`config.mk`:
```
export PLATFORM = sky130hd
export DESIGN_NAME = nmr_echo_packer_flat
export DESIGN_NICKNAME = d
export VERILOG_FILES = /design/src/rtl/nmr_echo_packer_pkg.sv /design/src/rtl/nmr_echo_packer_if.sv /design/src/rtl/nmr_echo_packer_fifo.sv /design/src/rtl/nmr_echo_packer.sv /design/src/flat_wrapper.sv
export SDC_FILE = /design/constraint.sdc
export NUM_CORES = 2
export LEC_CHECK = 0
export ABC_AREA = 1
export CORE_MARGIN = 2
export CORE_UTILIZATION = 30
export DETAILED_ROUTE_END_ITERATION = 6
export HOLD_SLACK_MARGIN = 0.06
export PLACE_DENSITY = 0.46
export REMOVE_ABC_BUFFERS = 1
export SYNTH_ARGS = -nofsm -noshare
export SYNTH_HDL_FRONTEND = slang
export SYNTH_SLANG_ARGS = --single-unit
```
`constraint.sdc`:
```
create_clock -name ADC_CLK -period 7.95 [get_ports ADC_CLK]
set_input_delay 1.59 -clock ADC_CLK [delete_from_list [all_inputs] [get_ports ADC_CLK]]
set_output_delay 1.59 -clock ADC_CLK [all_outputs]
set_load 0.005 [all_outputs]
```
`src/rtl/nmr_echo_packer_pkg.sv`:
```
// Shared types and constants for the NMR echo packer: FSM states and word-format tags.
package nmr_pkg;

  typedef enum logic [1:0] {
    IDLE,
    HDR,
    ACQ,
    DONE
  } state_t;

  localparam logic [15:0] HEADER_TAG    = 16'hEC40;
  localparam logic [15:0] PAD_WORD_HALF = 16'h0000;

endpackage

```
`src/rtl/nmr_echo_packer_if.sv`:
```
// Host-side packed-word stream: FIFO head word with valid/ready handshake.
interface nmr_echo_packer_if;

  logic [31:0] OUT_DATA;
  logic        OUT_VALID;
  logic        OUT_READY;

  modport master (output OUT_DATA, output OUT_VALID, input OUT_READY);
  modport slave  (input OUT_DATA, input OUT_VALID, output OUT_READY);

endinterface

```
`src/rtl/nmr_echo_packer_fifo.sv`:
```
// Single-clock first-word-fall-through FIFO; a push into a full FIFO succeeds only with a same-cycle pop.
module nmr_sync_fifo #(
  parameter int unsigned WIDTH      = 32,
  parameter int unsigned DEPTH_LOG2 = 6
) (
  input  logic                  clk,
  input  logic                  rst,
  input  logic                  push,
  input  logic [WIDTH-1:0]      push_data,
  input  logic                  pop,
  output logic [WIDTH-1:0]      pop_data,
  output logic                  full,
  output logic                  empty,
  output logic [DEPTH_LOG2:0]   level
);

  localparam int unsigned DEPTH = 1 << DEPTH_LOG2;

  logic [WIDTH-1:0]      mem [DEPTH];
  logic [DEPTH_LOG2-1:0] wr_ptr;
  logic [DEPTH_LOG2-1:0] rd_ptr;
  logic                  do_push;
  logic                  do_pop;

  // level never exceeds DEPTH, so its top bit alone marks full
  assign full     = level[DEPTH_LOG2];
  assign empty    = (level == '0);
  assign do_pop   = pop && !empty;
  assign do_push  = push && (!full || do_pop);
  assign pop_data = empty ? '0 : mem[rd_ptr];

  always_ff @(posedge clk) begin
    if (do_push) begin
      mem[wr_ptr] <= push_data;
    end
  end

  always_ff @(posedge clk or posedge rst) begin
    if (rst) begin
      wr_ptr <= '0;
      rd_ptr <= '0;
      level  <= '0;
    end else begin
      if (do_push) begin
        wr_ptr <= wr_ptr + 1'b1;
      end
      if (do_pop) begin
        rd_ptr <= rd_ptr + 1'b1;
      end
      case ({do_push, do_pop})
        2'b10:   level <= level + 1'b1;
        2'b01:   level <= level - 1'b1;
        default: level <= level;
      endcase
    end
  end

endmodule

```
`src/rtl/nmr_echo_packer.sv`:
```
// Frames ADC samples per echo/scan, packs sample pairs into 32-bit words and buffers them for the host.
// Optional per-echo header words and SAMPLE_LOST port: define NMR_ECHO_PACKER_HEADER_EN.
module nmr_echo_packer
  import nmr_pkg::*;
#(
  parameter int unsigned ADC_DATA_WIDTH         = 16,
  parameter int unsigned SAMPLES_PER_ECHO_WIDTH = 32,
  parameter int unsigned ECHO_PER_SCAN_WIDTH    = 32,
  parameter int unsigned FIFO_DEPTH_LOG2        = 6
) (
  input  logic                              ADC_CLK,
  input  logic                              RESET,
  input  logic                              START,
  input  logic [SAMPLES_PER_ECHO_WIDTH-1:0] SAMPLES_PER_ECHO,
  input  logic [ECHO_PER_SCAN_WIDTH-1:0]    ECHO_PER_SCAN,
  input  logic [ADC_DATA_WIDTH-1:0]         ADC_DATA_IN,
  input  logic                              ADC_DATA_VALID,
  nmr_echo_packer_if.master                 host,
  output logic                              BUSY,
  output logic                              SCAN_DONE,
  output logic                              OVERFLOW,
  output logic [FIFO_DEPTH_LOG2:0]          FIFO_LEVEL
`ifdef NMR_ECHO_PACKER_HEADER_EN
  ,
  output logic                              SAMPLE_LOST
`endif
);

  state_t                            state;
  logic [SAMPLES_PER_ECHO_WIDTH-1:0] spe_q;
  logic [ECHO_PER_SCAN_WIDTH-1:0]    epe_q;
  logic [SAMPLES_PER_ECHO_WIDTH-1:0] s_cnt;
  logic [ECHO_PER_SCAN_WIDTH-1:0]    echo_cnt;
  logic [ADC_DATA_WIDTH-1:0]         hold;

  logic        sample_last;
  logic        echo_last;
  logic        push_en;
  logic [31:0] push_word;
  logic        pop;
  logic        fifo_full;
  logic        fifo_empty;
  logic [31:0] fifo_data;

  assign sample_last = (s_cnt == spe_q - SAMPLES_PER_ECHO_WIDTH'(1));
  assign echo_last   = (echo_cnt == epe_q - ECHO_PER_SCAN_WIDTH'(1));
  assign pop         = host.OUT_VALID && host.OUT_READY;
  assign BUSY        = (state != IDLE);

  assign host.OUT_VALID = !fifo_empty;
  assign host.OUT_DATA  = fifo_data;

  // Push is decided in the sample's own cycle so the word lands on that edge.
  always_comb begin
    push_en   = 1'b0;
    push_word = '0;
    case (state)
`ifdef NMR_ECHO_PACKER_HEADER_EN
      HDR: begin
        push_en   = 1'b1;
        push_word = {HEADER_TAG, echo_cnt[15:0]};
      end
`endif
      ACQ: begin
        if (ADC_DATA_VALID) begin
          if (s_cnt[0]) begin
            push_en   = 1'b1;
            push_word = {ADC_DATA_IN, hold};
          end else if (sample_last) begin
            push_en   = 1'b1;
            push_word = {PAD_WORD_HALF, ADC_DATA_IN};
          end
        end
      end
      default: ;
    endcase
  end

  always_ff @(posedge ADC_CLK or posedge RESET) begin
    if (RESET) begin
      state       <= IDLE;
      spe_q       <= '0;
      epe_q       <= '0;
      s_cnt       <= '0;
      echo_cnt    <= '0;
      hold        <= '0;
      SCAN_DONE   <= 1'b0;
      OVERFLOW    <= 1'b0;
`ifdef NMR_ECHO_PACKER_HEADER_EN
      SAMPLE_LOST <= 1'b0;
`endif
    end else begin
      SCAN_DONE <= 1'b0;
      if (push_en && fifo_full && !pop) begin
        OVERFLOW <= 1'b1;
      end
      case (state)
        IDLE: begin
          if (START) begin
            spe_q    <= SAMPLES_PER_ECHO;
            epe_q    <= ECHO_PER_SCAN;
            s_cnt    <= '0;
            echo_cnt <= '0;
            OVERFLOW <= 1'b0;
`ifdef NMR_ECHO_PACKER_HEADER_EN
            SAMPLE_LOST <= 1'b0;
`endif
            if (SAMPLES_PER_ECHO == '0 || ECHO_PER_SCAN == '0) begin
              state <= DONE;
            end else begin
`ifdef NMR_ECHO_PACKER_HEADER_EN
              state <= HDR;
`else
              state <= ACQ;
`endif
            end
          end
        end
`ifdef NMR_ECHO_PACKER_HEADER_EN
        HDR: begin
          if (ADC_DATA_VALID) begin
            SAMPLE_LOST <= 1'b1;
          end
          state <= ACQ;
        end
`endif
        ACQ: begin
          if (ADC_DATA_VALID) begin
            if (!s_cnt[0]) begin
              hold <= ADC_DATA_IN;
            end
            if (sample_last) begin
              s_cnt    <= '0;
              echo_cnt <= echo_cnt + 1'b1;
              if (echo_last) begin
                state <= DONE;
              end else begin
`ifdef NMR_ECHO_PACKER_HEADER_EN
                state <= HDR;
`else
                state <= ACQ;
`endif
              end
            end else begin
              s_cnt <= s_cnt + 1'b1;
            end
          end
        end
        DONE: begin
          SCAN_DONE <= 1'b1;
          state     <= IDLE;
        end
        default: state <= IDLE;
      endcase
    end
  end

  nmr_sync_fifo #(
    .WIDTH      (32),
    .DEPTH_LOG2 (FIFO_DEPTH_LOG2)
  ) u_fifo (
    .clk       (ADC_CLK),
    .rst       (RESET),
    .push      (push_en),
    .push_data (push_word),
    .pop       (pop),
    .pop_data  (fifo_data),
    .full      (fifo_full),
    .empty     (fifo_empty),
    .level     (FIFO_LEVEL)
  );

endmodule

```
`src/flat_wrapper.sv`:
```
// flat-port wrapper written by rule: the top's interface ports become plain ports
module nmr_echo_packer_flat import nmr_pkg::*;
#(
  parameter int unsigned ADC_DATA_WIDTH         = 16,
  parameter int unsigned SAMPLES_PER_ECHO_WIDTH = 32,
  parameter int unsigned ECHO_PER_SCAN_WIDTH    = 32,
  parameter int unsigned FIFO_DEPTH_LOG2        = 6
)
  (ADC_CLK, RESET, START, SAMPLES_PER_ECHO, ECHO_PER_SCAN, ADC_DATA_IN, ADC_DATA_VALID, BUSY, SCAN_DONE, OVERFLOW, FIFO_LEVEL, host_OUT_DATA, host_OUT_VALID, host_OUT_READY);
  nmr_echo_packer_if host_i ();
  input  logic ADC_CLK;
  input  logic RESET;
  input  logic START;
  input  logic [SAMPLES_PER_ECHO_WIDTH-1:0] SAMPLES_PER_ECHO;
  input  logic [ECHO_PER_SCAN_WIDTH-1:0] ECHO_PER_SCAN;
  input  logic [ADC_DATA_WIDTH-1:0] ADC_DATA_IN;
  input  logic ADC_DATA_VALID;
  output logic BUSY;
  output logic SCAN_DONE;
  output logic OVERFLOW;
  output logic [FIFO_DEPTH_LOG2:0] FIFO_LEVEL;
  output wire logic [$bits(host_i.OUT_DATA)-1:0] host_OUT_DATA;
  output wire logic [$bits(host_i.OUT_VALID)-1:0] host_OUT_VALID;
  input wire logic [$bits(host_i.OUT_READY)-1:0] host_OUT_READY;
  assign host_OUT_DATA = host_i.OUT_DATA;
  assign host_OUT_VALID = host_i.OUT_VALID;
  assign host_i.OUT_READY = host_OUT_READY;
  nmr_echo_packer #(.ADC_DATA_WIDTH(ADC_DATA_WIDTH), .SAMPLES_PER_ECHO_WIDTH(SAMPLES_PER_ECHO_WIDTH), .ECHO_PER_SCAN_WIDTH(ECHO_PER_SCAN_WIDTH), .FIFO_DEPTH_LOG2(FIFO_DEPTH_LOG2)) u_core (.ADC_CLK(ADC_CLK), .RESET(RESET), .START(START), .SAMPLES_PER_ECHO(SAMPLES_PER_ECHO), .ECHO_PER_SCAN(ECHO_PER_SCAN), .ADC_DATA_IN(ADC_DATA_IN), .ADC_DATA_VALID(ADC_DATA_VALID), .host(host_i), .BUSY(BUSY), .SCAN_DONE(SCAN_DONE), .OVERFLOW(OVERFLOW), .FIFO_LEVEL(FIFO_LEVEL));
endmodule
```
==> results.py <==
metrics = {
    "clocking": {
        "cts_hold_buf": 0,
        "cts_resized": 0,
        "clkSlewWorstSetupHoldPaths_ns": 0.06,
        "cts_htree_levels": 4,
        "clock_latency_ns": 0.93,
        "cts_setup_buffers": 0,
        "cts_root_buffer": "clkbuf_16",
        "cts_tree": "built",
        "cts.sink_count": 2215,
        "numCtsBuffers": 238,
        "cts_max_path_buffers": 4,
    },
    "pwr": {
        "p_sw_frac": 0.361,
        "pwr-share-comb": 0.315,
        "pwr-share-clk": 0.306,
        "p_leak_nw": 34.9,
        "power.density_nw_per_um2": 332,
        "ir_drop_mv": 0.265,
        "p_switching_w": 0.0126,
        "p_seq_frac": 0.380,
        "p_int_w": 0.0224,
    },
    "critical_path": {
        "regToRegEndpoint": "u_core.u_fifo.mem[1][29]",
        "crit_slowest_cell": "a21oi_1",
        "path_cells": "inv_8, buf_12, nor2_1, o32ai_1, a21oi_1, nand3_1, nand3_1, a21oi_1, clkdlybuf4s50_1",
        "reg2reg_depth": 16,
        "reg2reg_from": "u_core.spe_q[0]",
        "critPathLaunchType": "flip-flop",
        "path_max_fanout": 117,
        "endpoint_kind": "primary output",
        "crit_arrival_ns": 5.68,
        "slowest_delay_ns": 0.99,
        "critPathKind": "reg2out",
        "rrSetupSlack_ns": 2.39,
        "critPathRequiredTime_ns": 6.36,
    },
    "grt": {
        "grt_pass1_wl_mm": 423,
        "overflow": 0,
        "grt_max_degree": 181,
        "grt_pass1_vias": 58100,
        "grt_antenna_before_repair": 10,
        "grt_use_total": 0.186,
    },
    "yosys": {
        "ys_top_cells_by_area": "edfxtp_1, nor2_1, dfrtp_1",
        "synth.distinct_cells": 44,
        "netlist.area_leader.share": 0.675,
        "synthCells": 7135,
        "synth_top_area_cell": "edfxtp_1",
        "synth-seq-area-share": 0.721,
        "synth-async-reset-ratio": 0.0754,
        "ys_seq_elements": 2215,
        "syn_area_um2": 91100,
        "synth_edf_count": 2048,
        "ys_warn_count": 0,
        "avgSynthCellArea_um2": 12.8,
        "synth_ff_type": "edfxtp_1",
    },
    "route": {
        "routed_wl_mm": 293,
        "antenna_left": 0,
        "drc_errors": 0,
        "wl_per_cell_um": 25.8,
        "via_count": 59600,
        "drt_first_pass_iters": 6,
        "drt_iter0_markers": 6089,
        "viasPerCell": 5.24,
    },
    "sta": {
        "maxSlewViolCount": 0,
        "timing.final.crit_share": 0.915,
        "grt_setup_unrepaired": "false",
        "tightest_slew_ns": 1.29,
        "finalSetupViolCount": 0,
        "finalHoldViolCount": 0,
        "whs_ns": 0.486,
        "relSlewSlack": 0.134,
        "worst_slack_ns": 0.679,
        "fmax_mhz": 138,
        "fin_crit_ns": 7.27,
        "fin_skew_ns": 0.101,
    },
    "flow_run": {
        "max-cap-violations": 0,
    },
    "floorplan": {
        "core_um2": 303000,
        "std_cell_rows": 202,
        "ioPinCount": 128,
        "initial_core_util": 0.301,
        "dieWidth_um": 555,
        "die-area_um2": 308000,
        "die_h_um": 555,
    },
    "placed_design": {
        "place_ws_ns": 1.63,
        "port_buffers": 127,
        "dp_hpwl_mm": 165,
        "gpl.final_weighted_congestion": 0.805,
    },
    "worst_hold_path": {
        "min_to": "u_core.hold[4]",
        "hold_depth": 2,
        "hold_path_class": "reg2reg",
        "hp-start": "u_core.hold[4]",
    },
    "finish": {
        "final_cell_mix": "edfxtp_1, nor2_1, nand2_1, o21ai_0, nand3_1",
        "drive_above_1_share": 0.0898,
        "synthToLayoutAreaGrowth_pct": 15.5,
        "fill_cells": 29200,
        "multi_input_area_um2": 23700,
        "nets": 7302,
        "layout_commonest_cell": "edfxtp_1",
        "seqCellArea_um2": 65700,
    },
    "run_status": {
        "status": "finished clean",
    },
}
area by class of cell:
type | count | area share
tap | 3978 | 0.0473
multi-input combinational | 4295 | 0.225
inverter | 152 | 0.00569
antenna | 5 | 0.000119
timing repair buffer | 306 | 0.0279
clock inverter | 121 | 0.0100
sequential | 2215 | 0.624
clock buffer | 306 | 0.0598
logic make-up (layout without fill, tap and decap cells):
family	count (synthesis)	count (layout)	synth area share
other	0	5	0
multiplexers	204	204	0.0224
AND/OR/NAND/NOR	2530	2530	0.115
buffers and inverters	625	885	0.0268
XOR/XNOR	144	144	0.0138
flip-flops	2215	2215	0.721
adder cells (fa/ha/maj)	9	9	0.00124
AO/OA/AOI/OAI	1408	1408	0.100
registers in the layout (all words and copies together) (netlist names), 2 cells and up:
name and flops:
u_core.u_fifo.wr_ptr 6, u_core.s_cnt 32, u_core.epe_q 32, u_core.u_fifo.level 7, u_core.spe_q 32, u_core.u_fifo.rd_ptr 6, u_core.u_fifo.mem 2048, u_core.hold 16
u_core.echo_cnt 32, u_core.state 2
metal layers:
layer,vias up,track usage,wire (µm)
met3,363,0.0192,15400
li1,26600,-,-
met1,30900,0.261,131000
met2,1759,0.306,140000
met4,2,0.0483,7170
met5,-,0,13
power groups by stage:
stage	combinational [W]	sequential [W]	clock (W)
final	0.0110	0.0133	0.0107
after global routing	0.0118	0.0133	0.0114
after CTS	0.0111	0.0133	0.0109
after detailed placement	0.0110	0.0135	0
after global placement	0.0110	0.0135	0
after floorplan	0.00468	0.0139	0
critical path, delay by kind of cell (launching register included):
family / cells / cell delay [ns]
AO/OA/AOI/OAI: 3 / 1.36
buffers and inverters: 3 / 1.90
flip-flops: 1 / 0.77
AND/OR/NAND/NOR: 3 / 0.54
through the flow:
step / total power, W / instances / setup TNS, ns / utilization / area [µm²]
after floorplan: 0.0186 / 6662 / -2245.24 / - / 89200
after global placement: 0.0245 / 10900 / 0 / 0.324 / 97900
after detailed placement: 0.0246 / 10900 / 0 / 0.324 / 97900
after CTS: 0.0353 / 11400 / 0 / 0.348 / 105000
after global routing: 0.0365 / 11400 / 0 / 0.348 / 105000
final: 0.0350 / 11400 / 0 / 0.348 / 105000
cell usage after synthesis (5+ instances only):
master	number
nand2_2	7
o221ai_1	201
inv_1	146
o32ai_1	310
edfxtp_1	2048
dfrtp_1	167
o21ai_1	41
nor2_1	1375
xnor2_1	50
nor2_2	5
nand2_1	632
o21bai_1	6
nand4_1	44
buf_2	56
a21oi_1	205
ha_1	9
o211ai_1	51
buf_1	40
nor4_1	32
clkbuf_1	372
nand3b_1	8
o22ai_1	6
nor3_1	57
and3_1	5
or2_2	31
nand3_1	314
mux2i_1	204
xor2_1	94
o21ai_0	582
worst max path at each step:
| stage | startpoint | end | slack (ns) | cells past startpoint |
|---|---|---|---|---|
| after floorplan | u_core.u_fifo.rd_ptr[0] | host_OUT_DATA[8] | -66.53 | 7 |
| after global placement | u_core.u_fifo.rd_ptr[0] | host_OUT_DATA[27] | 1.66 | 9 |
| after detailed placement | u_core.u_fifo.rd_ptr[0] | host_OUT_DATA[27] | 1.63 | 9 |
| after CTS | u_core.u_fifo.rd_ptr[0] | host_OUT_DATA[27] | 0.69 | 9 |
| after global routing | u_core.u_fifo.rd_ptr[0] | host_OUT_DATA[27] | 0.58 | 9 |
| final | u_core.u_fifo.rd_ptr[0] | host_OUT_DATA[27] | 0.68 | 9 |
Note: power is estimated with default switching activity, not from simulation.
